<file path="src/rtl/ts_packet_mux.sv">
// Four-channel round-robin TS packet multiplexer with one-cycle packet requests.
// Optional null-packet insertion on idle timeout is enabled by defining NULL_PKT_INSERT_EN.
module ts_packet_mux #(
  parameter int PKT_LEN      = 188,
  parameter int READ_LATENCY = 2,
  parameter int GUARD        = 4,
  parameter int NULL_TIMEOUT = 1024
) (
  input  logic       SYS_CLK,
  input  logic       RST,
  input  logic [3:0] GOT_FULL_PACKET,
  input  logic [7:0] DATA_IN0,
  input  logic [7:0] DATA_IN1,
  input  logic [7:0] DATA_IN2,
  input  logic [7:0] DATA_IN3,
  output logic [3:0] GIVE_ME_ONE_PACKET,
  output logic [7:0] DATA_OUT,
  output logic       VALID_OUT,
  output logic       PSYNC_OUT,
  output logic [1:0] CH_OUT,
  output logic       NULL_OUT
);

  localparam logic [7:0] LAST_BYTE = 8'(PKT_LEN - 1);
  localparam logic [7:0] LAT_LOAD  = 8'(READ_LATENCY - 2);
  localparam logic [7:0] GAP_LOAD  = 8'(GUARD - 1);

  typedef enum logic [2:0] {
    SCAN,
    REQ,
    WAIT,
    XFER,
    GAP
`ifdef NULL_PKT_INSERT_EN
    , NULL
`endif
  } state_t;

  state_t     state_reg;
  logic [1:0] last_reg;
  logic [1:0] sel_reg;
  logic [7:0] byte_cnt_reg;
  logic [7:0] lat_cnt_reg;
  logic [7:0] gap_cnt_reg;
  logic [3:0] give_reg;
  logic [7:0] data_reg;
  logic       valid_reg;
  logic       psync_reg;
  logic [1:0] ch_reg;

  logic [7:0] data_in [4];
  logic [1:0] cand [4];
  logic [3:0] cand_hit;
  logic       found;
  logic [1:0] pick;

  assign data_in[0] = DATA_IN0;
  assign data_in[1] = DATA_IN1;
  assign data_in[2] = DATA_IN2;
  assign data_in[3] = DATA_IN3;

  // cand[0] is the channel right after the last one served, i.e. highest priority
  generate
    for (genvar gi = 0; gi < 4; gi++) begin : g_cand
      assign cand[gi]     = last_reg + 2'(gi + 1);
      assign cand_hit[gi] = GOT_FULL_PACKET[cand[gi]];
    end
  endgenerate

  always_comb begin
    found = |cand_hit;
    pick  = cand[3];
    for (int i = 2; i >= 0; i--) begin
      if (cand_hit[i]) pick = cand[i];
    end
  end

`ifdef NULL_PKT_INSERT_EN
  localparam int IDLE_W = $clog2(NULL_TIMEOUT + 1);
  localparam logic [IDLE_W-1:0] IDLE_LAST = IDLE_W'(NULL_TIMEOUT - 1);

  logic [IDLE_W-1:0] idle_cnt_reg;
  logic              null_reg;
  logic [7:0]        null_byte;

  always_comb begin
    case (byte_cnt_reg)
      8'd0:    null_byte = 8'h47;
      8'd1:    null_byte = 8'h1F;
      8'd3:    null_byte = 8'h10;
      default: null_byte = 8'hFF;
    endcase
  end

  assign NULL_OUT = null_reg;
`else
  assign NULL_OUT = 1'b0;
`endif

  always_ff @(posedge SYS_CLK) begin
    if (RST) begin
      state_reg    <= SCAN;
      last_reg     <= 2'd3;
      sel_reg      <= 2'd0;
      byte_cnt_reg <= 8'd0;
      lat_cnt_reg  <= 8'd0;
      gap_cnt_reg  <= 8'd0;
      give_reg     <= 4'b0000;
      data_reg     <= 8'd0;
      valid_reg    <= 1'b0;
      psync_reg    <= 1'b0;
      ch_reg       <= 2'd0;
`ifdef NULL_PKT_INSERT_EN
      idle_cnt_reg <= '0;
      null_reg     <= 1'b0;
`endif
    end else begin
      give_reg  <= 4'b0000;
      data_reg  <= 8'd0;
      valid_reg <= 1'b0;
      psync_reg <= 1'b0;
      ch_reg    <= 2'd0;
`ifdef NULL_PKT_INSERT_EN
      null_reg  <= 1'b0;
`endif
      case (state_reg)
        SCAN: begin
          if (found) begin
            sel_reg   <= pick;
            give_reg  <= 4'b0001 << pick;
            state_reg <= REQ;
`ifdef NULL_PKT_INSERT_EN
            idle_cnt_reg <= '0;
          end else if (idle_cnt_reg == IDLE_LAST) begin
            idle_cnt_reg <= '0;
            byte_cnt_reg <= 8'd0;
            state_reg    <= NULL;
          end else begin
            idle_cnt_reg <= idle_cnt_reg + 1'b1;
`endif
          end
        end
        REQ: begin
          byte_cnt_reg <= 8'd0;
          if (READ_LATENCY <= 1) begin
            state_reg <= XFER;
          end else begin
            lat_cnt_reg <= LAT_LOAD;
            state_reg   <= WAIT;
          end
        end
        WAIT: begin
          if (lat_cnt_reg == 8'd0) state_reg <= XFER;
          else lat_cnt_reg <= lat_cnt_reg - 1'b1;
        end
        XFER: begin
          data_reg  <= data_in[sel_reg];
          valid_reg <= 1'b1;
          psync_reg <= (byte_cnt_reg == 8'd0);
          ch_reg    <= sel_reg;
          if (byte_cnt_reg == LAST_BYTE) begin
            last_reg     <= sel_reg;
            byte_cnt_reg <= 8'd0;
            gap_cnt_reg  <= GAP_LOAD;
            state_reg    <= (GUARD == 0) ? SCAN : GAP;
          end else begin
            byte_cnt_reg <= byte_cnt_reg + 1'b1;
          end
        end
        GAP: begin
          if (gap_cnt_reg == 8'd0) state_reg <= SCAN;
          else gap_cnt_reg <= gap_cnt_reg - 1'b1;
        end
`ifdef NULL_PKT_INSERT_EN
        // Null packets leave last_reg alone so round-robin fairness is unaffected
        NULL: begin
          data_reg  <= null_byte;
          valid_reg <= 1'b1;
          psync_reg <= (byte_cnt_reg == 8'd0);
          null_reg  <= 1'b1;
          if (byte_cnt_reg == LAST_BYTE) begin
            byte_cnt_reg <= 8'd0;
            gap_cnt_reg  <= GAP_LOAD;
            state_reg    <= (GUARD == 0) ? SCAN : GAP;
          end else begin
            byte_cnt_reg <= byte_cnt_reg + 1'b1;
          end
        end
`endif
        default: state_reg <= SCAN;
      endcase
    end
  end

  assign GIVE_ME_ONE_PACKET = give_reg;
  assign DATA_OUT           = data_reg;
  assign VALID_OUT          = valid_reg;
  assign PSYNC_OUT          = psync_reg;
  assign CH_OUT             = ch_reg;

endmodule
</file>
<file path="config.mk">
export PLATFORM = sky130hd
export DESIGN_NAME = ts_packet_mux
export DESIGN_NICKNAME = d
export VERILOG_FILES = /design/src/rtl/ts_packet_mux.sv
export SDC_FILE = /design/constraint.sdc
export NUM_CORES = 1
export LEC_CHECK = 0
export CAP_MARGIN = 10
export CELL_PAD_IN_SITES_DETAIL_PLACEMENT = 0
export CELL_PAD_IN_SITES_GLOBAL_PLACEMENT = 2
export CORE_AREA = 3 3 81 102
export CTS_CLUSTER_DIAMETER = 120
export DETAILED_ROUTE_END_ITERATION = 16
export DIE_AREA = 0 0 84 105
export GPL_TIMING_DRIVEN = 0
export PLACE_DENSITY_LB_ADDON = 0.05
export REMOVE_ABC_BUFFERS = 1
export SYNTH_ARGS = -nofsm -noshare
export SYNTH_HDL_FRONTEND = slang
export SYNTH_SLANG_ARGS = --single-unit
</file>
<file path="constraint.sdc">
create_clock -name SYS_CLK -period 2.61 [get_ports SYS_CLK]
set_input_delay 0.522 -clock SYS_CLK [delete_from_list [all_inputs] [get_ports SYS_CLK]]
set_output_delay 0.522 -clock SYS_CLK [all_outputs]
set_load 0.01 [all_outputs]
</file>
==> impl_metrics.env, run 1 <==
export IMPL_period_share_pct=87.2
export IMPL_yosysMostFrequentCell="dfxtp_1"
export IMPL_ys_types=50
export IMPL_synthFlopType="dfxtp_1"
export IMPL_grt_total_usage_pct=13.4
export IMPL_status="finished, final reports clean"
export IMPL_start_util_pct=31.5
export IMPL_cp_required_ps=2860
export IMPL_setup_viol=0
export IMPL_detail_route_antenna_nets=0
export IMPL_dr_pass1_iters=4
export IMPL_clock_sinks=47
export IMPL_cp_arrival_ps=2520
export IMPL_crit_type="input pin to flip-flop"
export IMPL_die_height_um=105
export IMPL_portBuffers=53
export IMPL_path_max_fanout=19
export IMPL_gr_total_overflow=0
export IMPL_ir_drop_uv=416
export IMPL_synth_top_family_by_area="simple AND/OR/NAND/NOR gates"
export IMPL_crit_family="buffers and inverters"
export IMPL_drt_total_wl_mm=5.87
export IMPL_path_cells="clkdlybuf4s50_1 -> nor4bb_2 -> o21ai_0 -> a21oi_1 -> a21o_1"
export IMPL_hold_violations=0
export IMPL_ys_seq_area_share_pct=40.3
export IMPL_hp_class="flip-flop to flip-flop"
export IMPL_netlist_instances=255
export IMPL_die_area_um2=8820
export IMPL_clock_root_buffer="clkbuf_8"
export IMPL_drive_gt1_share_pct=8.58
export IMPL_drt_iter0_drc=32
export IMPL_period_minus_slack_ps=2280
export IMPL_post_cts_buffers=0
export IMPL_yosysTopAreaCell="dfxtp_1"
export IMPL_ctsHoldBuffers=0
export IMPL_routed_top_layer="met4"
export IMPL_synth_mux_area_fraction_pct=9.44
export IMPL_met1Wirelength_mm=2.67
export IMPL_grt_pass1_vias=2023
export IMPL_syn_cell_area_um2=2330
export IMPL_async_flop_share_pct=0
export IMPL_dr_wl_met2_mm=2.86
export IMPL_grt_setup_unrepaired="no"
export IMPL_insertedDiodeCount=0
export IMPL_hpwlAfterDp_mm=4.34
export IMPL_worstMarginPinSlew_ps=745
export IMPL_row_count=35
export IMPL_place_congestion=0.755
export IMPL_h_tree_depth=2
export IMPL_yosys_area_share_simple_pct=24.9
export IMPL_dp_slack_ps=-28.5
export IMPL_startpoint_type="input pin"
export IMPL_grt_antenna_before_repair=0
export IMPL_relSlewSlack_pct=49.8
export IMPL_worst_path_buf_inv=1
export IMPL_ys_top_cells_by_area="dfxtp_1 40%, mux4_2 7.7%, a21oi_1 4.7%"
export IMPL_fmax_ghz=0.439
export IMPL_p_total_mw=2.17
export IMPL_areaGrowthSynthToFinish_pct=31.4
export IMPL_grt_pass1_wl_mm=9.78
export IMPL_synthXorXnorAreaFrac_pct=0.751
export IMPL_synth_edf_count=0
export IMPL_insertion_delay_ps=300
export IMPL_powerDensity_nw_per_um2=709
export IMPL_cp_slowest_stage_delay_ps=790
export IMPL_avgSynthCellArea_um2=9.15
export IMPL_fin_ws_ps=334
export IMPL_io_pins=55
export IMPL_fillers=720
export IMPL_cts_clk_slew_worst_paths_ps=90
export IMPL_leakage_nw=1.09
export IMPL_cts_buffers=5
export IMPL_slew_viol_final=0
export IMPL_synthAdderAreaFrac_pct=3.22
export IMPL_synth_top_area_share_pct=40.3
export IMPL_skew_ps=9.66
export IMPL_wire_per_inst_um=14.9
export IMPL_tritoncts="built"
export IMPL_yosysWarningCount=0
export IMPL_worstSetupEndpointType="flip-flop"
export IMPL_die_w_um=84
export IMPL_clockBufferDepth=2
export IMPL_wl_met3_um=281
export IMPL_grt_max_degree=20
export IMPL_core_area_um2=7400
export IMPL_cts_resized=0
export IMPL_drc=0
export IMPL_synth_compound_area_share_pct=16.6
export IMPL_synthTopCellsByCount="47 x dfxtp_1, 22 x a21oi_1, 21 x nor2_1, 14 x o21ai_0"
export IMPL_fin_nets=346
export IMPL_avgViaCountPerCell=5.08
export IMPL_cpMaxStageDelayCell="clkdlybuf4s50_1"
export IMPL_vias=2008
export IMPL_ys_seq_elements=47
export IMPL_drv_cap=0
[routing by layer]
metal	global-route usage (%)	vias to the layer above
met5	0	-
met4	2.76	0
met3	3.00	4
met2	23.8	49
met1	16.5	922
li1	-	1033
[kinds of logic (layout without fill, tap and decap cells)]
| group | count (synthesis) | in the layout |
|---|---|---|
| flops | 47 | 47 |
| compound gates | 62 | 62 |
| buf+inv | 25 | 73 |
| xor+xnor | 2 | 2 |
| simple gates | 100 | 100 |
| fa+ha+maj | 6 | 6 |
| other cells | 1 | 1 |
| mux | 12 | 12 |
[path summary, 6_finish.rpt]
kind / slack (ps) / cells after the start / to / start
worst max-delay path: 330 / 5 / byte_cnt_reg[5] / RST
worst min-delay path: 490 / 2 / lat_cnt_reg[4] / lat_cnt_reg[4]
worst max register to register: 360 / 4 / lat_cnt_reg[5] / state_reg[1]
worst min register to register: 490 / 2 / lat_cnt_reg[4] / lat_cnt_reg[4]
[placed cells by master (no fill, tap or decap), types with 5 or more instances in the layout]
master           synthesis  routed
clkdlybuf4s50_1          0      53
dfxtp_1                 47      47
a21oi_1                 22      22
nor2_1                  21      21
o21ai_0                 14      14
nand2_1                 11      11
inv_1                   10      10
and2_1                  10      10
or3_1                    8       8
mux4_2                   8       8
nand3_1                  6       6
ha_1                     6       6
or4_1                    5       5
clkbuf_8                 0       5
[cell type report]
type,count,area (um^2),share of cell area [%]
multi-input combinational,183,1300,42.3
tap,92,115,3.75
sequential,47,941,30.7
clock inverter,2,60.1,1.96
inverter,10,37.5,1.22
timing repair buffer,55,543,17.7
clock buffer,6,72.6,2.37
[tightest hold or removal path, delay by kind of cell (launching register included)]
| family | cells | cell delay (ps) |
|---|---|---|
| flip-flops | 1 | 330 |
| AO/OA/AOI/OAI | 2 | 110 |
[per-stage QoR]
stage | util, % | instances | hold WS (ps) | instance area [um^2] | setup TNS [ps]
6_report | 41.4 | 395 | 487 | 3070 | 0
5_1_grt | 41.4 | 395 | 525 | 3070 | 0
2_1_floorplan | - | 240 | 449 | 2260 | 0
4_1_cts | 41.3 | 394 | 491 | 3060 | 0
3_3_place_gp | 39.3 | 385 | 468 | 2910 | -15830
3_5_place_dp | 39.5 | 386 | 479 | 2920 | -44.3
[power by group]
part	internal [mW]	switching, mW	total (mW)
registers	0.787	0.108	0.894
clock network	0.383	0.244	0.627
logic	0.325	0.327	0.652
total	1.49	0.679	2.17
Power figures use the tool's default switching activity.
==> run 2, diff against run 1 <==
--- a/config.mk
+++ b/config.mk
@@ -6,12 +6,10 @@
 export NUM_CORES = 1
 export LEC_CHECK = 0
 export CAP_MARGIN = 10
-export CELL_PAD_IN_SITES_DETAIL_PLACEMENT = 0
-export CELL_PAD_IN_SITES_GLOBAL_PLACEMENT = 2
-export CORE_AREA = 3 3 81 102
+export CORE_AREA = 2 2 77 97
 export CTS_CLUSTER_DIAMETER = 120
 export DETAILED_ROUTE_END_ITERATION = 16
-export DIE_AREA = 0 0 84 105
+export DIE_AREA = 0 0 79 99
 export GPL_TIMING_DRIVEN = 0
 export PLACE_DENSITY_LB_ADDON = 0.05
 export REMOVE_ABC_BUFFERS = 1
==> run 2 against run 1 <==
Effect of this change:
- combinational power about the same
- die area decreased by 11%
- sequential cell count unchanged
- critical endpoint is now gap_cnt_reg[1]
- largest power group unchanged
==> impl_metrics.env, run 2 (synthesis results as in run 1) <==
export IMPL_insertion_delay_ps=300
export IMPL_drive_gt1_share_pct=8.61
export IMPL_path_cells="nor3b_1 -> a21boi_0 -> nor2_1 -> a221oi_1"
export IMPL_grt_pass1_vias=1934
export IMPL_grt_total_usage_pct=15.0
export IMPL_vias=2038
export IMPL_cts_clk_slew_worst_paths_ps=90
export IMPL_comb_power_share_pct=30.8
export IMPL_cp_slowest_stage_delay_ps=660
export IMPL_path_max_fanout=13
export IMPL_ir_drop_uv=452
export IMPL_hold_violations=0
export IMPL_grt_setup_unrepaired="no"
export IMPL_core_area_um2=6890
export IMPL_drc=0
export IMPL_cpMaxStageDelayCell="nor3b_1"
export IMPL_worst_path_buf_inv=0
export IMPL_detail_route_antenna_nets=0
export IMPL_hpwlAfterDp_mm=4.09
export IMPL_period_share_pct=89.2
export IMPL_drt_total_wl_mm=5.66
export IMPL_final_area_um2=3040
export IMPL_dp_cells=384
export IMPL_powerDensity_nw_per_um2=691
export IMPL_grt_pass1_wl_mm=9.45
export IMPL_fillers=715
export IMPL_startpoint_type="flip-flop"
export IMPL_crit_family="compound AO/OA/AOI/OAI gates"
export IMPL_ctsHoldBuffers=0
export IMPL_tritoncts="built"
export IMPL_die_height_um=99
export IMPL_cp_required_ps=2800
export IMPL_fin_nets=345
export IMPL_h_tree_depth=2
export IMPL_clock_root_buffer="clkbuf_8"
export IMPL_avgViaCountPerCell=5.20
export IMPL_period_minus_slack_ps=2330
export IMPL_worstMarginPinSlew_ps=749
export IMPL_slew_viol_final=0
export IMPL_place_congestion=0.788
export IMPL_status="finished, final reports clean"
export IMPL_wire_per_inst_um=14.4
export IMPL_setup_viol=0
export IMPL_relSlewSlack_pct=49.9
export IMPL_post_cts_buffers=0
export IMPL_swShare_pct=32.8
export IMPL_intPower_mw=1.41
export IMPL_drt_iter0_drc=92
export IMPL_clock_sinks=47
export IMPL_final_cells=392
export IMPL_io_pins=55
export IMPL_tns_ps=0
export IMPL_start_util_pct=33.9
export IMPL_hp_class="flip-flop to flip-flop"
export IMPL_worstSetupEndpointType="flip-flop"
export IMPL_placed_area_um2=2920
export IMPL_hold_slack_ps=487
export IMPL_leakage_nw=1.08
export IMPL_portBuffers=53
export IMPL_fmax_ghz=0.429
export IMPL_insertedDiodeCount=0
export IMPL_die_w_um=79
export IMPL_final_cell_mix="53 x clkdlybuf4s50_1, 47 x dfxtp_1, 22 x a21oi_1"
export IMPL_fin_util_pct=44.2
export IMPL_cts_buffers=5
export IMPL_crit_type="flip-flop to flip-flop"
export IMPL_areaGrowthSynthToFinish_pct=30.5
export IMPL_clkPwrFrac_pct=26.7
export IMPL_dr_pass1_iters=4
export IMPL_clockBufferDepth=2
export IMPL_grt_antenna_before_repair=0
export IMPL_layout_commonest_cell="clkdlybuf4s50_1"
export IMPL_cts_resized=0
export IMPL_seqPwrFrac_pct=42.5
export IMPL_gr_total_overflow=0
export IMPL_cp_arrival_ps=2520
export IMPL_drv_cap=0
export IMPL_die_area_um2=7820
export IMPL_skew_ps=6.81
export IMPL_p_sw_uw=689
export IMPL_grt_max_degree=20
export IMPL_row_count=34
run 2: cell types whose count changed in the layout (fill, tap and decap cells not counted), sizes merged:
| cell | change |
|---|---|
| buf | -1 |
| clkinv | +1 |
| bufinv | -1 |
run 2: path summary, 6_finish.rpt:
check,cells past startpoint,slack (ps),endpoint,startpoint
max,4,280,gap_cnt_reg[1],state_reg[2]
min,2,490,lat_cnt_reg[4],lat_cnt_reg[4]
max reg2reg,4,280,gap_cnt_reg[1],state_reg[2]
min reg2reg,2,490,lat_cnt_reg[4],lat_cnt_reg[4]
run 2: power groups by stage:
stage / Clock, mW / Sequential (mW) / Combinational (mW)
after global routing: 0.600 / 0.913 / 0.733
after CTS: 0.581 / 0.895 / 0.639
final: 0.562 / 0.894 / 0.649
after detailed placement: 0 / 0.913 / 0.634
after floorplan: 0 / 0.884 / 0.437
after global placement: 0 / 0.912 / 0.623
run 2: tightest hold or removal path, delay by kind of cell, from the launching register on:
kind | cells | cell delay [ps]
AOI/OAI and AO/OA | 2 | 110
DFF | 1 | 330
run 2: layout make-up:
cell class | count | area, um^2 | area share [%]
multi-input combinational | 183 | 1300 | 42.6
sequential | 47 | 941 | 30.9
timing repair buffer | 54 | 538 | 17.7
tap | 90 | 113 | 3.70
clock buffer | 6 | 82.6 | 2.71
inverter | 10 | 37.5 | 1.23
clock inverter | 2 | 35.0 | 1.15
run 2: per-stage QoR:
step / setup WS, ps / power, mW
floorplan: 545 / 1.32
global placement: -1540 / 1.54
detailed placement: 7.57 / 1.55
CTS: 69.6 / 2.11
global route: 7.79 / 2.25
finish: 281 / 2.10
run 2: routing by layer:
| metal | up-vias | global-route usage [%] | routed length (um) |
|---|---|---|---|
| li1 | 1032 | - | - |
| met1 | 951 | 19.1 | 2580 |
| met2 | 49 | 25.4 | 2700 |
| met3 | 6 | 3.39 | 315 |
| met4 | 0 | 3.98 | 62 |
| met5 | - | 0 | 0 |
